`config.mk`:
```
export PLATFORM = sky130hd
export DESIGN_NAME = screen_seq_ctrl
export DESIGN_NICKNAME = d
export VERILOG_FILES = /design/src/rtl/screen_seq_ctrl_pkg.sv /design/src/rtl/screen_seq_ctrl_ovl_addr_gen.sv /design/src/rtl/screen_seq_ctrl.sv
export SDC_FILE = /design/constraint.sdc
export NUM_CORES = 1
export LEC_CHECK = 0
export BUFFER_PORTS_ARGS = -buffer_cell sky130_fd_sc_hd__buf_2
export CELL_PAD_IN_SITES_DETAIL_PLACEMENT = 0
export CELL_PAD_IN_SITES_GLOBAL_PLACEMENT = 1
export CORE_ASPECT_RATIO = 0.5
export CORE_MARGIN = 2
export CORE_UTILIZATION = 41
export CTS_CLUSTER_SIZE = 30
export DETAILED_ROUTE_END_ITERATION = 16
export PLACE_DENSITY_LB_ADDON = 0.1
export SYNTH_ARGS = -nofsm -noshare
export SYNTH_HDL_FRONTEND = slang
export SYNTH_SLANG_ARGS = --single-unit
```
`constraint.sdc`:
```
create_clock -name clk -period 2.2 [get_ports clk]
set_clock_uncertainty 0.05 [all_clocks]
set_input_delay 0.33 -clock clk [delete_from_list [all_inputs] [get_ports clk]]
set_output_delay 0.33 -clock clk [all_outputs]
set_load 0.01 [all_outputs]
```
`src/rtl/screen_seq_ctrl_pkg.sv`:
```
// screen_pkg: shared state codes, overlay bank codes and screen geometry for the screen sequencer.
package screen_pkg;
  typedef enum logic [2:0] {TITLE, PLAY, FLASH, OVER_HOLD, OVER_WAIT} state_t;
  typedef enum logic [1:0] {OVL_NONE, OVL_TITLE, OVL_BANNER} ovl_t;
  localparam int SCREEN_W = 640;
  localparam int SCREEN_H = 480;
  function automatic logic [7:0] sat_inc(input logic [7:0] v);
    return (v == 8'hff) ? v : v + 8'd1;
  endfunction
endpackage

```
`src/rtl/screen_seq_ctrl_ovl_addr_gen.sv`:
```
// ovl_addr_gen: overlay region compare, shift-add ROM address and valid delay matched to ROM read latency.
module ovl_addr_gen #(
  parameter int OVL_Y0 = 160,
  parameter int OVL_H  = 160,
  parameter int OVL_W  = 640,
  parameter int RD_LAT = 1
) (
  input  logic        clk,
  input  logic        rst,
  input  logic [9:0]  x,
  input  logic [9:0]  y,
  input  logic [1:0]  sel_in,
  input  logic        mask,
  output logic [16:0] rom_addr,
  output logic [1:0]  ovl_sel,
  output logic        ovl_valid
);
  localparam logic [10:0] X_HI = 11'(OVL_W);
  localparam logic [10:0] Y_LO = 11'(OVL_Y0);
  localparam logic [10:0] Y_HI = 11'(OVL_Y0 + OVL_H);
  logic        in_reg;
  logic [16:0] dy, addr;
  logic [RD_LAT:0] vp;
  assign in_reg = ({1'b0, x} < X_HI) && ({1'b0, y} >= Y_LO) && ({1'b0, y} < Y_HI);
  assign dy     = {7'd0, y} - 17'(OVL_Y0);
  // row pitch 640 = 512 + 128
  assign addr   = in_reg ? (dy << 9) + (dy << 7) + {7'd0, x} : '0;
  always_ff @(posedge clk or negedge rst) begin
    if (!rst) begin
      rom_addr <= '0;
      ovl_sel  <= '0;
      vp       <= '0;
    end else begin
      rom_addr <= addr;
      ovl_sel  <= sel_in;
      vp       <= {vp[RD_LAT-1:0], in_reg && (sel_in != 2'd0) && !mask};
    end
  end
  assign ovl_valid = vp[RD_LAT];
endmodule

```
`src/rtl/screen_seq_ctrl.sv`:
```
// screen_seq_ctrl: title/play/flash/game-over sequencer and overlay ROM scheduler; SCREEN_SEQ_BANNER_BLINK_EN blinks the banner.
module screen_seq_ctrl
  import screen_pkg::*;
#(
  parameter int LIVES        = 3,
  parameter int FLASH_FRAMES = 60,
  parameter int HOLD_FRAMES  = 120,
  parameter int OVL_Y0       = 160,
  parameter int OVL_H        = 160,
  parameter int OVL_W        = SCREEN_W,
  parameter int RD_LAT       = 1
) (
  input  logic        clk,
  input  logic        rst,
  input  logic        frame_tick,
  input  logic [9:0]  x,
  input  logic [9:0]  y,
  input  logic        start_btn,
  input  logic        hit,
  output logic        playing,
  output logic        gameover,
  output logic        blink,
  output logic [2:0]  lives_left,
  output logic [16:0] rom_addr,
  output logic [1:0]  ovl_sel,
  output logic        ovl_valid
);
  state_t     state, state_nxt;
  logic [7:0] cnt;
  logic       s1, s2, s3, start_evt, mask;
  ovl_t       sel_nxt;
  always_ff @(posedge clk or negedge rst) begin
    if (!rst) {s1, s2, s3} <= '0;
    else {s1, s2, s3} <= {start_btn, s1, s2};
  end
  assign start_evt = s2 && !s3;
  always_ff @(posedge clk or negedge rst) begin
    if (!rst) state <= TITLE;
    else state <= state_nxt;
  end
  always_comb begin
    state_nxt = state;
    unique case (state)
      TITLE:     if (start_evt) state_nxt = PLAY;
      PLAY:      if (hit) state_nxt = (lives_left == 3'd1) ? OVER_HOLD : FLASH;
      FLASH:     if (frame_tick && cnt == 8'(FLASH_FRAMES - 1)) state_nxt = PLAY;
      OVER_HOLD: if (frame_tick && cnt == 8'(HOLD_FRAMES - 1)) state_nxt = OVER_WAIT;
      OVER_WAIT: if (start_evt) state_nxt = TITLE;
      default:   state_nxt = TITLE;
    endcase
  end
  always_comb begin
    playing  = state == PLAY;
    gameover = state == OVER_HOLD || state == OVER_WAIT;
    blink    = state == FLASH && cnt[2];
    sel_nxt  = state == TITLE ? OVL_TITLE : gameover ? OVL_BANNER : OVL_NONE;
  end
  always_ff @(posedge clk or negedge rst) begin
    if (!rst) begin
      cnt        <= '0;
      lives_left <= '0;
    end else begin
      cnt <= (state_nxt != state) ? 8'd0 : frame_tick ? sat_inc(cnt) : cnt;
      if (state == TITLE && start_evt) lives_left <= 3'(LIVES);
      else if (state == PLAY && hit && lives_left != 3'd0) lives_left <= lives_left - 3'd1;
    end
  end
`ifdef SCREEN_SEQ_BANNER_BLINK_EN
  logic [5:0] bcnt;
  always_ff @(posedge clk or negedge rst) begin
    if (!rst) bcnt <= '0;
    else bcnt <= (state_nxt == OVER_WAIT && state != OVER_WAIT) ? 6'd0 : frame_tick ? bcnt + 6'd1 : bcnt;
  end
  assign mask = state == OVER_WAIT && bcnt[5];
`else
  assign mask = 1'b0;
`endif
  ovl_addr_gen #(.OVL_Y0(OVL_Y0), .OVL_H(OVL_H), .OVL_W(OVL_W), .RD_LAT(RD_LAT)) u_addr (
    .clk(clk), .rst(rst), .x(x), .y(y), .sel_in(sel_nxt), .mask(mask),
    .rom_addr(rom_addr), .ovl_sel(ovl_sel), .ovl_valid(ovl_valid)
  );
endmodule

```
==> metrics.md, run 1 <==
| Metric | Value |
|---|---|
| Status | `finished, final reports clean` |
| Drt drc | `0` |
| Die X | `108 µm` |
| Yosys reg bits | `38` |
| Worst-Skew Late Latency | `300 ps` |
| Worst-margin pin slew | `816 ps` |
| Synth top area share | `42.6%` |
| GR Overflow Total | `0` |
| Syn Nets | `268` |
| Number of unique standard cell types used by synthesis | `40` |
| Setup TNS | `0 ps` |
| I/O Buffers | `50` |
| Mapped Area | `2230 µm²` |
| CTS root buf | `clkbuf_8` |
| Pin count of the biggest net entering global routing | `39` |
| I/O pin total | `51` |
| DR WL/cell | `12.3 µm` |
| Multi-input logic area | `1220 µm²` |
| Cells after synthesis | `219` |
| Via count | `1768` |
| Flop-to-flop setup slack | `340 ps` |
| Final Core Density | `55.7%` |
| 1st-iter DRT viols | `50` |
| Worst-path clk slew | `80 ps` |
| Arr. time, crit path | `2230 ps` |
| HPWL after detailed placement | `3.43 mm` |
| Filler Cell Count | `491` |
| CP Data Required Time | `2330 ps` |
| Drt via density | `4.91` |
| Crit path time final | `2100 ps` |
| Hold crit path type | `input pin to async pin` |
| Share of layout cells above drive strength 1 | `30.3%` |
| Combinational share of power | `31.5%` |
| Leading cell type in the layout, fill and taps excluded | `buf_2` |
| Setup bufs post-CTS | `0` |
| Total routed wirelength | `4.44 mm` |
| Final setup violation count | `0` |
| CTS tree | `done` |
| Max Cap Violations | `0` |
| Post-Place Setup Slack | `-245 ps` |
| Tcrit/Tclk final | `95.6%` |
| Core region area | `5090 µm²` |
| Initial cell density of the core | `43.8%` |
| Vias in the first global route | `1716` |
| Slew Viols, Final | `0` |
| Total GRT Usage | `15.7%` |
| Crit. End Element | `flop` |
| Critical path startpoint category | `input pin` |
| LEAKAGE | `0.00145 µW` |
| Clock Path Buffers | `2` |
| First-pass GRT wire length | `7.52 mm` |
| Sw frac | `31.2%` |
| Slew Limit Headroom | `45.6%` |
| Final Hold Fails | `0` |
| Initial antenna violation count | `0` |
| N_diodes | `0` |
| CTS Buf Count | `5` |
| Leading area contributor after synthesis | `dfrtp_1` |
| Die area | `6080 µm²` |
| Reg power frac | `37.5%` |
| Warnings, synthesis | `0` |
| Type of the worst setup path | `input pin to flop` |
| Clock power frac | `31.0%` |
| TritonRoute pass-1 iters | `4` |
| R2R depth | `5` |
| Reg area | `951 µm²` |
| Unrepaired setup endpoints after global routing | `false` |
| Final Total Pwr | `2370 µW` |
| Antenna-violating nets left | `0` |
| Peak supply drop | `356 µV` |
| Row Count | `18` |
| Syn avg cell area | `10.2 µm²` |
| # H-tree levels | `2` |
| Part of the Yosys area used for sequential elements | `42.6%` |
| Clk sinks | `38` |
| Die Ht | `56.2 µm` |
| Most frequent cells in the layout | `buf_2 (50), dfrtp_1 (38), nor2_1 (24)` |
| Final #Nets | `338` |
| Max FO, Critical Path | `3` |
| Power per Cell Area | `838 nW/µm²` |
| Internal power | `1630 µW` |
| Final WS setup | `97.4 ps` |
| Synth area leaders | `dfrtp_1 (43%), ha_1 (12%), nor2_1 (4.0%)` |
| GPL Wtd Cong | `0.811` |
| Layout area overhead | `27.0%` |
| Sw power | `740 µW` |
| Fmax | `476 MHz` |
[path summary, 6_finish.rpt]
| path | from | to |
|---|---|---|
| min in group clk | start_btn | s1 |
| max in group asynchronous | rst | u_addr.rom_addr[14] |
| max | y[0] | u_addr.rom_addr[16] |
| max reg2reg | state[2] | cnt[6] |
| min | rst | u_addr.ovl_sel[1] |
| min reg2reg | s1 | s2 |
[cells in the mapped netlist]
master    instances
o21bai_1          2
o221ai_1          1
a21o_1            3
o21ai_0           9
nor2_1           24
o211ai_1          1
nor3b_1           1
xnor2_1           7
fa_1              2
o311ai_4          1
mux2i_1           2
nand2_1          12
a21oi_1          10
and3b_1           1
a311o_2           1
and2_1           10
a311oi_2          2
nor3_1           10
nor4b_2           1
nor2b_1           3
o21ai_1           1
o31ai_1           1
nand3_1           2
dfrtp_1          38
a22oi_1           1
xor2_1            6
nand2b_1          5
and3_1            3
clkbuf_1          1
a22o_1            3
a211oi_1          4
buf_4             3
nor3b_2           2
and2b_4           1
nor3_2            2
o31a_1            1
ha_1             22
inv_1            14
nand4_1           4
a31oi_1           2
[registers in the layout, indices dropped and copies added, names as in the netlist]
signal / cells
u_addr.vp: 2
u_addr.rom_addr: 17
s1: 1
state: 3
s2: 1
cnt: 8
lives_left: 3
u_addr.ovl_sel: 2
s3: 1
[what timing repair did]
item                                    4_1_cts  5_1_grt
gates resized for setup                       0        3
endpoints found under the setup margin        0        3
hold buffers                                  0        0
endpoints found under the hold margin         0        0
[power by group through the flow]
stage | logic (µW) | clock network (µW) | registers, µW
2_1_floorplan | 514 | 0 | 899
3_3_place_gp | 732 | 0 | 902
3_5_place_dp | 747 | 0 | 905
4_1_cts | 751 | 746 | 891
5_1_grt | 846 | 788 | 909
6_report | 747 | 736 | 890
[per-stage QoR]
| stage | area [µm²] | instances | hold WS [ps] |
|---|---|---|---|
| floorplan | 2240 | 219 | -15.6 |
| global placement | 2680 | 352 | 283 |
| detailed placement | 2680 | 352 | 294 |
| CTS | 2820 | 360 | 92.6 |
| global route | 2830 | 360 | 75.3 |
| finish | 2830 | 360 | 64.9 |
[final cells by class]
type / count / area share [%]
Multi-Input combinational cell: 163 / 43.1
Sequential cell: 38 / 33.6
Timing Repair Buffer: 67 / 13.3
Clock inverter: 2 / 2.12
Tap cell: 70 / 3.09
Inverter: 14 / 1.86
Clock buffer: 6 / 2.92
[worst max-delay path, stage by stage]
cell and delay, ps:
buf_2 90, inv_1 60, fa_1 540, inv_1 70, fa_2 380, a211oi_4 250, o21ai_1 120, a31oi_1 200
xnor2_1 140, nor2_1 50
[routing by layer]
metal,global-route usage (%),share of wire [%]
met5,0,0
met4,4.40,1.2
met3,5.50,4.4
met2,25.4,47
met1,20.1,47
[kinds of logic (layout without fill, tap and decap cells)]
logic type | Yosys count | after routing | synth area share [%]
and+or+nand+nor | 81 | 81 | 19.6
DFF | 38 | 38 | 42.6
adders and majority gates | 24 | 24 | 14.1
xor gates and xnor gates | 13 | 13 | 5.10
muxes | 2 | 2 | 0.897
AOI/OAI and AO/OA | 43 | 43 | 14.1
buffers and inverters | 18 | 89 | 3.53
Note: power is estimated with default switching activity, not from simulation.
==> run 2, diff against run 1 <==
Settings changed: HOLD_SLACK_MARGIN set to 0.08.
==> metrics.md, run 2 (synthesis gave the netlist of run 1 again) <==
| Metric | Value |
|---|---|
| Sw frac | `31.2% (about the same)` |
| Initial antenna violation count | `0 (unchanged)` |
| Most frequent cells in the layout | `buf_2 (50), dfrtp_1 (38), nor2_1 (24)` |
| Initial cell density of the core | `43.8% (unchanged)` |
| Worst-Skew Late Latency | `300 ps (about the same)` |
| Multi-input logic area | `1220 µm² (unchanged)` |
| Die Ht | `56.2 µm (unchanged)` |
| I/O pin total | `51 (unchanged)` |
| Die area | `6080 µm² (unchanged)` |
| Final Total Pwr | `2370 µW (about the same)` |
| Leading cell type in the layout, fill and taps excluded | `buf_2` |
| Worst-path clk slew | `80 ps (about the same)` |
| Post-DP Area | `2680 µm² (unchanged)` |
| Final setup violation count | `0 (unchanged)` |
| Die X | `108 µm (unchanged)` |
| Unrepaired setup endpoints after global routing | `false` |
| Antenna-violating nets left | `0 (unchanged)` |
| Final #Nets | `339 (+0.30%)` |
| Final Core Density | `55.9% (+0.20 points)` |
| Max Cap Violations | `0 (unchanged)` |
| Biggest regs | `u_addr.rom_addr (17), cnt (8)` |
| Fmax | `476 MHz (unchanged)` |
| Critical path startpoint category | `input pin` |
| Sw power | `740 µW (about the same)` |
| Hold crit path type | `input pin to async pin` |
| First-pass GRT wire length | `7.52 mm (unchanged)` |
| HPWL after detailed placement | `3.43 mm (unchanged)` |
| LEAKAGE | `0.00145 µW (+0.29%)` |
| Drt drc | `0 (unchanged)` |
| Total GRT Usage | `15.7% (unchanged)` |
| Internal power | `1630 µW (about the same)` |
| Crit path time final | `2100 ps (+0.000400 ps)` |
| Largest register FFs | `17 (unchanged)` |
| Pin count of the biggest net entering global routing | `39 (unchanged)` |
| 1st-iter DRT viols | `48 (-4.0%)` |
| TritonRoute pass-1 iters | `4 (unchanged)` |
| Share of layout cells above drive strength 1 | `30.2% (-0.10 points)` |
| Final Hold Fails | `0 (unchanged)` |
| CP Data Required Time | `2330 ps (about the same)` |
| I/O Buffers | `50 (unchanged)` |
| GR Overflow Total | `0 (unchanged)` |
| N_diodes | `0 (unchanged)` |
| Reg area | `951 µm² (unchanged)` |
| Core region area | `5090 µm² (unchanged)` |
| Worst-margin pin slew | `815 ps (-1.47 ps)` |
| Via count | `1773 (+0.28%)` |
| GPL Wtd Cong | `0.811 (unchanged)` |
| Clock power frac | `31.0% (about the same)` |
| Combinational share of power | `31.5% (about the same)` |
| Reg power frac | `37.5% (about the same)` |
| Vias in the first global route | `1716 (unchanged)` |
| Power per Cell Area | `835 nW/µm² (-0.29%)` |
| Slew Viols, Final | `0 (unchanged)` |
| # H-tree levels | `2 (unchanged)` |
| Clk sinks | `38 (unchanged)` |
| DR WL/cell | `12.3 µm (-0.16%)` |
| Largest Register | `u_addr.rom_addr` |
| CTS root buf | `clkbuf_8` |
| CTS Buf Count | `5 (unchanged)` |
| Clock Path Buffers | `2 (unchanged)` |
| Crit. End Element | `flop` |
| Status | `finished, final reports clean` |
| Total routed wirelength | `4.44 mm (+0.11%)` |
| Drt via density | `4.91 (about the same)` |
| CTS tree | `done` |
| Setup TNS | `0 ps (unchanged)` |
| Max FO, Critical Path | `3 (unchanged)` |
| Row Count | `18 (unchanged)` |
| Finished Cell Area | `2840 µm² (+0.35%)` |
| Flop-to-flop setup slack | `340 ps (about the same)` |
| Arr. time, crit path | `2230 ps (about the same)` |
| Filler Cell Count | `490 (-0.20%)` |
| Tcrit/Tclk final | `95.6% (about the same)` |
| Slew Limit Headroom | `45.7% (+0.098 points)` |
| Peak supply drop | `356 µV (about the same)` |
| Layout area overhead | `27.4%` |
| Type of the worst setup path | `input pin to flop` |
## run 2: cell count changes in the layout (fill, tap and decap cells not counted), sizes merged
| cell | before | now |
|---|---|---|
| dlygate4sd3 | 0 | 1 |
## run 2: stage by stage
stage	hold WS [ps]	setup slack [ps]	std cells
after global placement	283	-177	352
final	64.2	97.4	361
after CTS	92.6	63.9	360
after floorplan	-15.6	0.422	219
after global routing	163	6.90	361
after detailed placement	294	-245	352
## run 2: cell type report
cell class / instances / area share, %
Clock buffer: 6 / 2.90
Clock inverter: 2 / 2.11
Tap cell: 70 / 3.08
Inverter: 14 / 1.85
Sequential cell: 38 / 33.5
Timing Repair Buffer: 68 / 13.6
Multi-Input combinational cell: 163 / 43.0
## run 2: routing by layer
metal / GRT usage (%) / up-vias / part of all wire (%)
met5: 0 / - / 0
met4: 4.40 / 0 / 1.2
met3: 5.50 / 6 / 4.4
met2: 25.4 / 29 / 47
met1: 20.1 / 836 / 47
li1: - / 902 / -
## run 2: power by group through the flow
stage          combinational, µW  sequential [µW]  clock [µW]
6_report                     749              890         736
5_1_grt                      848              909         788
4_1_cts                      751              891         746
3_5_place_dp                 747              905           0
3_3_place_gp                 732              902           0
2_1_floorplan                514              899           0
## run 2: what timing repair did
action / CTS / global route
hold buffers: 0 / 1
buffers inserted: 0 / 0
gates resized for setup: 0 / 3
setup endpoints to repair: 0 / 3
hold endpoints to repair: 0 / 1
## run 2: worst paths after layout
| kind | from | endpoint | cells after the start |
|---|---|---|---|
| worst min register to register | s1 | s2 | 0 |
| worst max-delay path | y[0] | u_addr.rom_addr[16] | 10 |
| worst max register to register | state[2] | cnt[6] | 5 |
| worst min-delay path | rst | u_addr.ovl_sel[1] | 1 |
| max in group asynchronous | rst | u_addr.rom_addr[14] | 1 |
| min in group clk | x[2] | u_addr.rom_addr[2] | 2 |
## run 2: critical path: stages
cell	delay, ps
buf_2	90
inv_1	60
fa_1	540
inv_1	70
fa_2	380
a211oi_4	250
o21ai_1	120
a31oi_1	200
xnor2_1	140
nor2_1	50
==> run 3, diff against run 2 <==
Settings changed: CORE_UTILIZATION 41 to 38.
==> metrics.md, run 3 (synthesis gave the netlist of run 1 again) <==
| Metric | Value |
|---|---|
| Antenna-violating nets left | `0 (unchanged)` |
| Final WS setup | `123 ps (+25.8 ps)` |
| I/O Buffers | `50 (unchanged)` |
| Max FO, Critical Path | `3 (unchanged)` |
| Internal power | `1610 µW (-1.8%)` |
| Worst-path clk slew | `60 ps (-20 ps)` |
| Hold crit path type | `input pin to async pin` |
| Buf/Inv on CP | `3 (unchanged)` |
| Power per Cell Area | `820 nW/µm² (-1.8%)` |
| Crit path time final | `2080 ps (-25.8 ps)` |
| Clk sinks | `38 (unchanged)` |
| CP Depth | `10 (unchanged)` |
| Die area | `6540 µm² (+7.5%)` |
| Peak supply drop | `367 µV (+3.3%)` |
| Max Cap Violations | `0 (unchanged)` |
| Worst-margin pin slew | `839 ps (+24.2 ps)` |
| Total GRT Usage | `14.7% (-1.1 points)` |
| HPWL after detailed placement | `3.45 mm (+0.57%)` |
| Share of layout cells above drive strength 1 | `31.2% (+0.92 points)` |
| Combinational share of power | `31.8% (+0.3 points)` |
| Clock power frac | `30.1% (-0.9 points)` |
| Setup bufs post-CTS | `0 (unchanged)` |
| Sw power | `745 µW (+0.74%)` |
| # H-tree levels | `2 (unchanged)` |
| Crit path to | `u_addr.rom_addr[16]` |
| GR Overflow Total | `0 (unchanged)` |
| LEAKAGE | `0.00146 µW (+0.71%)` |
| Die X | `112 µm (+3.7%)` |
| Slew Limit Headroom | `44.1% (-1.6 points)` |
| Vias in the first global route | `1696 (-1.2%)` |
| Status | `finished, final reports clean` |
| I/O pin total | `51 (unchanged)` |
| CP Data Required Time | `2310 ps (-20 ps)` |
| Arr. time, crit path | `2180 ps (-50 ps)` |
| Final Hold Fails | `0 (unchanged)` |
| Flop-to-flop setup slack | `350 ps (about the same)` |
| Worst-Skew Late Latency | `280 ps (-20 ps)` |
| Drt drc | `0 (unchanged)` |
| Crit-path slowest cell | `fa_1` |
| Drt via density | `4.82 (-1.8%)` |
| Crit. End Element | `flop` |
| Largest register FFs | `17 (unchanged)` |
| Total routed wirelength | `4.39 mm (-1.3%)` |
| Die Ht | `58.2 µm (+3.6%)` |
| Sw frac | `31.7% (+0.56 points)` |
| Type of the worst setup path | `input pin to flop` |
| Layout area overhead | `28.4%` |
| Most frequent cells in the layout | `buf_2 (50), dfrtp_1 (38), nor2_1 (24)` |
| Row Count | `19 (+1)` |
| Core region area | `5560 µm² (+9.3%)` |
| Tcrit/Tclk final | `94.4% (-1.2 points)` |
| Critical path startpoint category | `input pin` |
| Most common cell on crit path | `inv_1` |
| CTS Buf Count | `5 (unchanged)` |
| Final #Nets | `340 (+0.29%)` |
| Post-Place Setup Slack | `-216 ps (+29.0 ps)` |
| N_diodes | `0 (unchanged)` |
| Initial antenna violation count | `0 (unchanged)` |
| Leading cell type in the layout, fill and taps excluded | `buf_2` |
| Final setup violation count | `0 (unchanged)` |
| CP delay by family, top | `adder cells` |
| 1st-iter DRT viols | `70 (+46%)` |
| Finished Cell Area | `2870 µm² (+0.79%)` |
| Slew Viols, Final | `0 (unchanged)` |
| Biggest regs | `u_addr.rom_addr (17), cnt (8)` |
| Unrepaired setup endpoints after global routing | `true` |
| Initial cell density of the core | `40.1% (-3.7 points)` |
| CTS root buf | `clkbuf_16` |
| Reg power frac | `38.1% (+0.6 points)` |
| GPL Wtd Cong | `0.805 (-0.63%)` |
| Via count | `1761 (-0.68%)` |
| Critical Path Source | `y[0]` |
| Fmax | `482 MHz (+1.2%)` |
| Worst stage delay on the critical path | `530 ps (about the same)` |
| First-pass GRT wire length | `7.62 mm (+1.3%)` |
| Post-DP Area | `2700 µm² (+0.70%)` |
| R2R depth | `6 (+1)` |
| TritonRoute pass-1 iters | `5 (+1)` |
| Pin count of the biggest net entering global routing | `39 (unchanged)` |
| Reg2Reg Capture Point | `cnt[3]` |
| Clock Path Buffers | `2 (unchanged)` |
| DR WL/cell | `12.0 µm (-2.4%)` |
| Cells along the critical path | `buf_2 > inv_1 > fa_1 > inv_1 > fa_2 > a211oi_4 > o21ai_0 > a31oi_1 > xnor2_1 > nor2_1` |
| Largest Register | `u_addr.rom_addr` |
| CTS tree | `done` |
| Worst r2r src | `cnt[0]` |
run 3: cell count changes in the layout (fill, tap and decap cells not counted):
| cell | change |
|---|---|
| clkbuf_1 | +1 |
| o21ai_0 | +1 |
| clkbuf_8 | -5 |
| clkinv_2 | +1 |
| o21ai_1 | -1 |
| a211oi_2 | +1 |
| a21oi_1 | -1 |
| a211oi_1 | -1 |
| dlygate4sd3_1 | -1 |
| buf_4 | +2 |
| clkbuf_16 | +5 |
| a21oi_2 | +1 |
| bufinv_16 | -2 |
run 3: final cells by class:
type                            instances  area (µm²)
Clock buffer                            7         143
Sequential cell                        38         951
Fill cell                             542        2700
Timing Repair Buffer                   69         393
Inverter                               14        52.6
Tap cell                               73        91.3
Multi-Input combinational cell        163        1230
Clock inverter                          1        5.00
run 3: timing repair:
item                                    4_1_cts  5_1_grt
hold buffers                                  0        0
resized for setup                             0        4
endpoints found under the setup margin        0        4
run 3: stage by stage:
| step | power (µW) | cells | hold WS (ps) | utilization, % | TNS [ps] |
|---|---|---|---|---|---|
| 3_5_place_dp | 1650 | 357 | 289 | 48.5 | -812 |
| 2_1_floorplan | 1410 | 219 | -15.6 | - | 0 |
| 4_1_cts | 2370 | 365 | 105 | 51.1 | 0 |
| 5_1_grt | 2530 | 365 | 101 | 51.5 | -21.1 |
| 3_3_place_gp | 1640 | 357 | 284 | 48.5 | -755 |
| 6_report | 2350 | 365 | 104 | 51.5 | 0 |
run 3: worst min path at each step:
stage                      start                 to  slack (ps)
CTS                    start_btn                 s1         100
global route           start_btn                 s1         100
global placement    u_addr.vp[0]       u_addr.vp[1]         280
floorplan                    rst             cnt[0]         -20
finish                       rst  u_addr.ovl_sel[1]         100
detailed placement  u_addr.vp[0]       u_addr.vp[1]         290
run 3: power groups by stage:
stage	sequential, µW	clock [µW]	combinational [µW]
6_report	896	706	748
5_1_grt	918	758	850
4_1_cts	897	725	752
3_5_place_dp	908	0	747
3_3_place_gp	905	0	739
2_1_floorplan	899	0	514
run 3: per-layer routing:
layer  vias up  part of all wire [%]  GRT usage (%)
met5         -                     0              0
met4         0                   1.2           5.23
met3         4                   3.7           3.87
met2        23                    47           23.6
met1       823                    49           19.6
li1        911                     -              -
